### config.mk
export PLATFORM = sky130hd
export DESIGN_NAME = ddr_burst_engine_flat
export DESIGN_NICKNAME = d
export VERILOG_FILES = /design/src/rtl/ddr_burst_engine_if.sv /design/src/rtl/ddr_burst_engine.sv /design/src/flat_wrapper.sv
export SDC_FILE = /design/constraint.sdc
export NUM_CORES = 2
export LEC_CHECK = 0
export CAP_MARGIN = 20
export CORE_AREA = 2 2 453 455
export DETAILED_ROUTE_END_ITERATION = 6
export DIE_AREA = 0 0 455 457
export PLACE_DENSITY = 0.47
export REMOVE_ABC_BUFFERS = 1
export SETUP_SLACK_MARGIN = 0.15
export SLEW_MARGIN = 20
export SYNTH_ARGS = -nofsm -noshare
export SYNTH_HDL_FRONTEND = slang
export SYNTH_SLANG_ARGS = --single-unit
export TNS_END_PERCENT = 10
### constraint.sdc
create_clock -name clock -period 2.45 [get_ports clock]
set_clock_uncertainty 0.15 [all_clocks]
set_input_delay 0.3675 -clock clock [delete_from_list [all_inputs] [get_ports clock]]
set_output_delay 0.3675 -clock clock [all_outputs]
set_load 0.03 [all_outputs]
### src/rtl/ddr_burst_engine_if.sv
// Command, host data and DQ/DQS bus bundle for the DDR burst engine.
// The master side is the controller/BFM; the slave side is the engine.
interface ddr_burst_engine_if #(
    parameter int DQ_WIDTH  = 64,
    parameter int BURST_LEN = 8
);
    logic                          cmd_valid;
    logic                          cmd_ready;
    logic                          cmd_write;
    logic                          cmd_chop;
    logic [BURST_LEN*DQ_WIDTH-1:0] wr_data;
    logic [DQ_WIDTH-1:0]           dq_out;
    logic                          dq_oe;
    logic                          dqs_t;
    logic                          dqs_c;
    logic                          dqs_oe;
    logic [DQ_WIDTH-1:0]           dq_in;
    logic [BURST_LEN*DQ_WIDTH-1:0] rd_data;
    logic                          rd_valid;
    logic                          busy;

    modport master (
        output cmd_valid, cmd_write, cmd_chop, wr_data, dq_in,
        input  cmd_ready, dq_out, dq_oe, dqs_t, dqs_c, dqs_oe, rd_data, rd_valid, busy
    );

    modport slave (
        input  cmd_valid, cmd_write, cmd_chop, wr_data, dq_in,
        output cmd_ready, dq_out, dq_oe, dqs_t, dqs_c, dqs_oe, rd_data, rd_valid, busy
    );
endinterface

### src/rtl/ddr_burst_engine.sv
// DDR burst data-path engine: serialises write bursts onto DQ with DQS
// preamble/postamble, and captures read bursts after a fixed read latency.
module ddr_burst_engine #(
    parameter int DQ_WIDTH  = 64,
    parameter int BURST_LEN = 8,
    parameter int RD_LAT    = 2
) (
    input  logic                clock,
    input  logic                reset,
    ddr_burst_engine_if.slave   bus
);
    localparam int BUS_W = BURST_LEN * DQ_WIDTH;
    localparam int BW    = $clog2(BURST_LEN);
    localparam int LW    = (RD_LAT > 1) ? $clog2(RD_LAT) : 1;

    localparam logic [BW-1:0] LAST_FULL = BW'(BURST_LEN - 1);
    localparam logic [BW-1:0] LAST_CHOP = BW'(BURST_LEN / 2 - 1);
    localparam logic [LW-1:0] LAST_LAT  = LW'(RD_LAT - 1);

    typedef enum logic [2:0] {
        ST_IDLE   = 3'd0,
        ST_WPRE   = 3'd1,
        ST_WBURST = 3'd2,
        ST_WPOST  = 3'd3,
        ST_RWAIT  = 3'd4,
        ST_RBURST = 3'd5,
        ST_RDONE  = 3'd6
    } state_t;

    state_t              state_q;
    logic [BW-1:0]       beat_q;
    logic [BW-1:0]       beat_d;
    logic [LW-1:0]       lat_q;
    logic                chop_q;
    logic [BUS_W-1:0]    wdata_q;
    logic                cmd_ready_q;
    logic [DQ_WIDTH-1:0] dq_out_q;
    logic                dq_oe_q;
    logic                dqs_t_q;
    logic                dqs_c_q;
    logic                dqs_oe_q;
    logic [BUS_W-1:0]    rd_data_q;
    logic                rd_valid_q;
    logic [BW-1:0]       last_beat_s;

    // Beat bookkeeping: last beat index of the current burst and the next index.
    always_comb begin
        beat_d = beat_q + BW'(1);
        if (chop_q) begin
            last_beat_s = LAST_CHOP;
        end else begin
            last_beat_s = LAST_FULL;
        end
    end

    // Burst sequencer; every bus-facing output is registered here.
    always_ff @(posedge clock or negedge reset) begin
        if (!reset) begin
            state_q     <= ST_IDLE;
            beat_q      <= '0;
            lat_q       <= '0;
            chop_q      <= 1'b0;
            wdata_q     <= '0;
            cmd_ready_q <= 1'b1;
            dq_out_q    <= '0;
            dq_oe_q     <= 1'b0;
            dqs_t_q     <= 1'b0;
            dqs_c_q     <= 1'b1;
            dqs_oe_q    <= 1'b0;
            rd_data_q   <= '0;
            rd_valid_q  <= 1'b0;
        end else begin
            case (state_q)
                ST_IDLE: begin
                    rd_valid_q <= 1'b0;
                    if (bus.cmd_valid) begin
                        chop_q      <= bus.cmd_chop;
                        wdata_q     <= bus.wr_data;
                        beat_q      <= '0;
                        lat_q       <= '0;
                        cmd_ready_q <= 1'b0;
                        if (bus.cmd_write) begin
                            state_q  <= ST_WPRE;
                            dqs_oe_q <= 1'b1;
                            dqs_t_q  <= 1'b0;
                            dqs_c_q  <= 1'b1;
                        end else begin
                            state_q  <= ST_RWAIT;
                        end
                    end else begin
                        state_q <= ST_IDLE;
                    end
                end

                ST_WPRE: begin
                    state_q  <= ST_WBURST;
                    beat_q   <= '0;
                    dq_out_q <= wdata_q[DQ_WIDTH-1:0];
                    wdata_q  <= wdata_q >> DQ_WIDTH;
                    dq_oe_q  <= 1'b1;
                    dqs_t_q  <= 1'b1;
                    dqs_c_q  <= 1'b0;
                end

                // Strobe toggles once per beat: even beats high, odd beats low.
                ST_WBURST: begin
                    if (beat_q == last_beat_s) begin
                        state_q  <= ST_WPOST;
                        dq_out_q <= '0;
                        dq_oe_q  <= 1'b0;
                        dqs_t_q  <= 1'b0;
                        dqs_c_q  <= 1'b1;
                    end else begin
                        beat_q   <= beat_d;
                        dq_out_q <= wdata_q[DQ_WIDTH-1:0];
                        wdata_q  <= wdata_q >> DQ_WIDTH;
                        dqs_t_q  <= beat_q[0];
                        dqs_c_q  <= ~beat_q[0];
                    end
                end

                ST_WPOST: begin
                    state_q     <= ST_IDLE;
                    dqs_oe_q    <= 1'b0;
                    dqs_t_q     <= 1'b0;
                    dqs_c_q     <= 1'b1;
                    cmd_ready_q <= 1'b1;
                end

                ST_RWAIT: begin
                    if (lat_q == LAST_LAT) begin
                        state_q <= ST_RBURST;
                    end else begin
                        lat_q   <= lat_q + LW'(1);
                    end
                end

                // First capture clears the whole vector so a chopped read leaves zeros above.
                ST_RBURST: begin
                    if (beat_q == '0) begin
                        rd_data_q <= {{(BUS_W-DQ_WIDTH){1'b0}}, bus.dq_in};
                    end else begin
                        rd_data_q[int'(beat_q)*DQ_WIDTH +: DQ_WIDTH] <= bus.dq_in;
                    end
                    if (beat_q == last_beat_s) begin
                        state_q    <= ST_RDONE;
                        rd_valid_q <= 1'b1;
                    end else begin
                        beat_q     <= beat_d;
                    end
                end

                ST_RDONE: begin
                    state_q     <= ST_IDLE;
                    rd_valid_q  <= 1'b0;
                    cmd_ready_q <= 1'b1;
                end

                default: begin
                    state_q     <= ST_IDLE;
                    beat_q      <= '0;
                    lat_q       <= '0;
                    cmd_ready_q <= 1'b1;
                    dq_out_q    <= '0;
                    dq_oe_q     <= 1'b0;
                    dqs_t_q     <= 1'b0;
                    dqs_c_q     <= 1'b1;
                    dqs_oe_q    <= 1'b0;
                    rd_valid_q  <= 1'b0;
                end
            endcase
        end
    end

    assign bus.cmd_ready = cmd_ready_q;
    assign bus.busy      = ~cmd_ready_q;
    assign bus.dq_out    = dq_out_q;
    assign bus.dq_oe     = dq_oe_q;
    assign bus.dqs_t     = dqs_t_q;
    assign bus.dqs_c     = dqs_c_q;
    assign bus.dqs_oe    = dqs_oe_q;
    assign bus.rd_data   = rd_data_q;
    assign bus.rd_valid  = rd_valid_q;
endmodule
### src/flat_wrapper.sv
// flat-port wrapper written by rule: the top's interface ports become plain ports
module ddr_burst_engine_flat 
#(
    parameter int DQ_WIDTH  = 64,
    parameter int BURST_LEN = 8,
    parameter int RD_LAT    = 2
)
  (clock, reset, bus_cmd_valid, bus_cmd_write, bus_cmd_chop, bus_wr_data, bus_dq_in, bus_cmd_ready, bus_dq_out, bus_dq_oe, bus_dqs_t, bus_dqs_c, bus_dqs_oe, bus_rd_data, bus_rd_valid, bus_busy);
  ddr_burst_engine_if #(.DQ_WIDTH(DQ_WIDTH), .BURST_LEN(BURST_LEN)) bus_i ();
  input  logic clock;
  input  logic reset;
  input wire logic [$bits(bus_i.cmd_valid)-1:0] bus_cmd_valid;
  input wire logic [$bits(bus_i.cmd_write)-1:0] bus_cmd_write;
  input wire logic [$bits(bus_i.cmd_chop)-1:0] bus_cmd_chop;
  input wire logic [$bits(bus_i.wr_data)-1:0] bus_wr_data;
  input wire logic [$bits(bus_i.dq_in)-1:0] bus_dq_in;
  output wire logic [$bits(bus_i.cmd_ready)-1:0] bus_cmd_ready;
  output wire logic [$bits(bus_i.dq_out)-1:0] bus_dq_out;
  output wire logic [$bits(bus_i.dq_oe)-1:0] bus_dq_oe;
  output wire logic [$bits(bus_i.dqs_t)-1:0] bus_dqs_t;
  output wire logic [$bits(bus_i.dqs_c)-1:0] bus_dqs_c;
  output wire logic [$bits(bus_i.dqs_oe)-1:0] bus_dqs_oe;
  output wire logic [$bits(bus_i.rd_data)-1:0] bus_rd_data;
  output wire logic [$bits(bus_i.rd_valid)-1:0] bus_rd_valid;
  output wire logic [$bits(bus_i.busy)-1:0] bus_busy;
  assign bus_i.cmd_valid = bus_cmd_valid;
  assign bus_i.cmd_write = bus_cmd_write;
  assign bus_i.cmd_chop = bus_cmd_chop;
  assign bus_i.wr_data = bus_wr_data;
  assign bus_i.dq_in = bus_dq_in;
  assign bus_cmd_ready = bus_i.cmd_ready;
  assign bus_dq_out = bus_i.dq_out;
  assign bus_dq_oe = bus_i.dq_oe;
  assign bus_dqs_t = bus_i.dqs_t;
  assign bus_dqs_c = bus_i.dqs_c;
  assign bus_dqs_oe = bus_i.dqs_oe;
  assign bus_rd_data = bus_i.rd_data;
  assign bus_rd_valid = bus_i.rd_valid;
  assign bus_busy = bus_i.busy;
  ddr_burst_engine #(.DQ_WIDTH(DQ_WIDTH), .BURST_LEN(BURST_LEN), .RD_LAT(RD_LAT)) u_core (.clock(clock), .reset(reset), .bus(bus_i));
endmodule
==> impl_metrics.toml <==
[timing]
setup_viol = 13
fmax_mhz = 403
worst_pin_slew_ps = 1050
rsz0062_at_grt = "yes"
finalWorstSetupSlack_ps = -29.6
finalCritPeriodShare = 1.01
finalHoldViolCount = 0
slew_violations = 0
relSlewSlack = 0.298
period_needed_ps = 2480

[floorplan]
initial_utilization = 0.253
core-area_um2 = 203000
die_area_um2 = 208000
die_h_um = 457
die_w_um = 455
num_rows = 166
io-pin-count = 1164

[critical_path]
crit_path_end_kind = "flop"
cp.arrival_ps = 3020
cp.required_ps = 2990
setup.worst_path.start = "u_core.beat_q[0]"
worstPathMaxFanout = 7
worstSetupStartpointType = "flop"
critPathKind = "reg -> reg"
reg2reg_from = "u_core.beat_q[0]"

[yosys]
synth_edf_count = 0
yosys_register_bits = 1102
async_reset_ff_frac = 1.00
yosysWarnings = 0
seq_area_frac_synth = 0.536
syn_area_per_cell_um2 = 12.3
synth_flop_cell = "dfrtp_1"
syn_inst = 4169
synth_cell_types = 56
synth_area_um2 = 51500

[cells_and_area]
drive_gt1_frac = 0.267
fin_util = 0.365
fillers = 20000
finalNonFillerCells = 8229
seq_area_um2 = 27600
multiInputGateArea_um2 = 22600
final_common_cell = "dfrtp_1"
most-common-layout-cells = "dfrtp_1, clkdlybuf4s50_1, dlygate4sd2_1"
final_nets = 6006
area_growth_pct = 44.4

[route]
wl_um = 207000
postRouteAntennaNets = 0
wl_per_cell_um = 25.2
met2_length_um = 102000
wl_met1_um = 83300
dr.pass1.iters = 6
routed.top_layer = "met5"
dr_wl_met3_um = 15200
vias = 39100
vias_per_cell = 4.75
drc = 0
drt_iter0_drc = 2954

[min_path]
worstHoldPathType = "in -> reg"
min_from = "bus_wr_data[465]"

[pwr]
p_per_area_nw_per_um2 = 1420
leakage_nw = 34.3
irDropWorstVdd_v = 0.000648
p_total_mw = 105

[placed_design]
dp_cells = 7849
hpwl_um = 143000
place.gp.congestion = 0.799
portBuffers = 1163
pre_cts_slack_ps = -182

[global_routing]
grt_max_degree = 155
grt_pass1_wl_um = 290000
antenna_found_initial = 53
grt_pass1_vias = 39200
gr-total-overflow = 0
grt.total_usage = 0.188

[clock_network]
cts.sinks = 1102
clockBufferDepth = 3
root_buffer = "clkbuf_16"
cts_inserted_buffers = 137
tritoncts = "yes"
cts.reportedPaths.clkPinSlew_ps = 60
clock_latency_ps = 790
cts_max_level = 4

[run_status]
status = "finished with violations"
violations = "negative setup slack"

[run]
maxCapViolCount = 0
## sequential cells by signal, indices dropped and copies added, names as in the netlist, 3 cells and up
name	cells
u_core.beat_q	3
u_core.state_q	3
u_core.bus.rd_data	512
u_core.wdata_q	512
u_core.bus.dq_out	64
## report_power, final
| group | total (mW) | switching, mW | internal [mW] |
|---|---|---|---|
| Clock | 20.6 | 8.47 | 12.1 |
| Sequential | 31.9 | 5.32 | 26.6 |
| Combinational | 52.7 | 27.5 | 25.2 |
## metrics by stage
stage	TNS (ps)	hold slack, ps	cell area (µm²)
global placement	-42930	153	67500
detailed placement	-43480	151	67500
floorplan	-	-78.1	49400
finish	-168	58.8	74300
global route	-7240	36.4	74300
CTS	0	4.18	72900
## kinds of logic (layout without fill, tap and decap cells)
kind of cell / count (synthesis) / after routing / synth area share
AOI/OAI and AO/OA: 1055 / 1055 / 0.135
and+or+nand+nor: 562 / 562 / 0.0440
buffers and inverters: 484 / 1840 / 0.0451
adders and majority gates: 4 / 4 / 0.000972
DFF: 1102 / 1102 / 0.536
other: 0 / 16 / 0
muxes: 960 / 960 / 0.239
xor gates and xnor gates: 2 / 2 / 0.000340
## worst max-delay path: stages (launching register included)
cell and delay [ps]:
dfrtp_1 370, inv_2 70, ha_4 180, ha_4 170, or2_4 250, buf_6 130, nor4_4 270, buf_4 170
buf_12 150, buf_12 140, clkbuf_16 160, a22oi_1 60, o21ai_1 140
## cell usage after synthesis (all sizes together), types with 2 or more instances
master   instances  area share
dfrtp         1100        0.53
mux2           896        0.23
nand2          524       0.038
o21ai          455       0.044
a22oi          384       0.056
clkbuf         297       0.022
a22o           128       0.022
buf            115       0.018
inv             72      0.0053
o31ai           65      0.0095
mux2i           64       0.012
nor2            12     0.00088
nand2b           6     0.00088
a21oi            4     0.00039
ha               4     0.00097
nor4             4      0.0014
o22ai            4     0.00061
or3              3     0.00046
a21o             2     0.00029
a221oi           2     0.00034
dfstp            2      0.0010
nand3b           2     0.00053
nand4bb          2     0.00044
## final timing paths
check,slack [ps],endpoint,cells past startpoint
max,-30,u_core.bus.rd_data[310],12
min,60,u_core.wdata_q[465],3
max reg2reg,-30,u_core.bus.rd_data[310],12
min reg2reg,330,u_core.bus.rd_data[16],2
max in group asynchronous,670,u_core.wdata_q[175],3
min in group asynchronous,230,u_core.bus.dq_oe,3
## metal layers
metal | track usage | up-vias
li1 | - | 17500
met1 | 0.230 | 19800
met2 | 0.317 | 1347
met3 | 0.0533 | 352
met4 | 0.0559 | 54
met5 | 0 | -
## what timing repair did
item / 4_1_cts / 5_1_grt
endpoints found under the hold margin: 579 / 0
hold buffers: 63 / 0
gates cloned: 6 / 19
setup buffers: 15 / 18
setup endpoints to repair: 1447 / 891
resized for setup: 763 / 232
pin swaps: 93 / 102
## cell type report
type,instances,share of cell area
Timing Repair Buffer,1525,0.214
Antenna cell,16,0.000539
Sequential cell,1102,0.371
Clock inverter,36,0.00599
Clock buffer,207,0.0553
Tap cell,2688,0.0453
Inverter,72,0.00364
Multi-Input combinational cell,2583,0.304
Power figures use the tool's default switching activity.
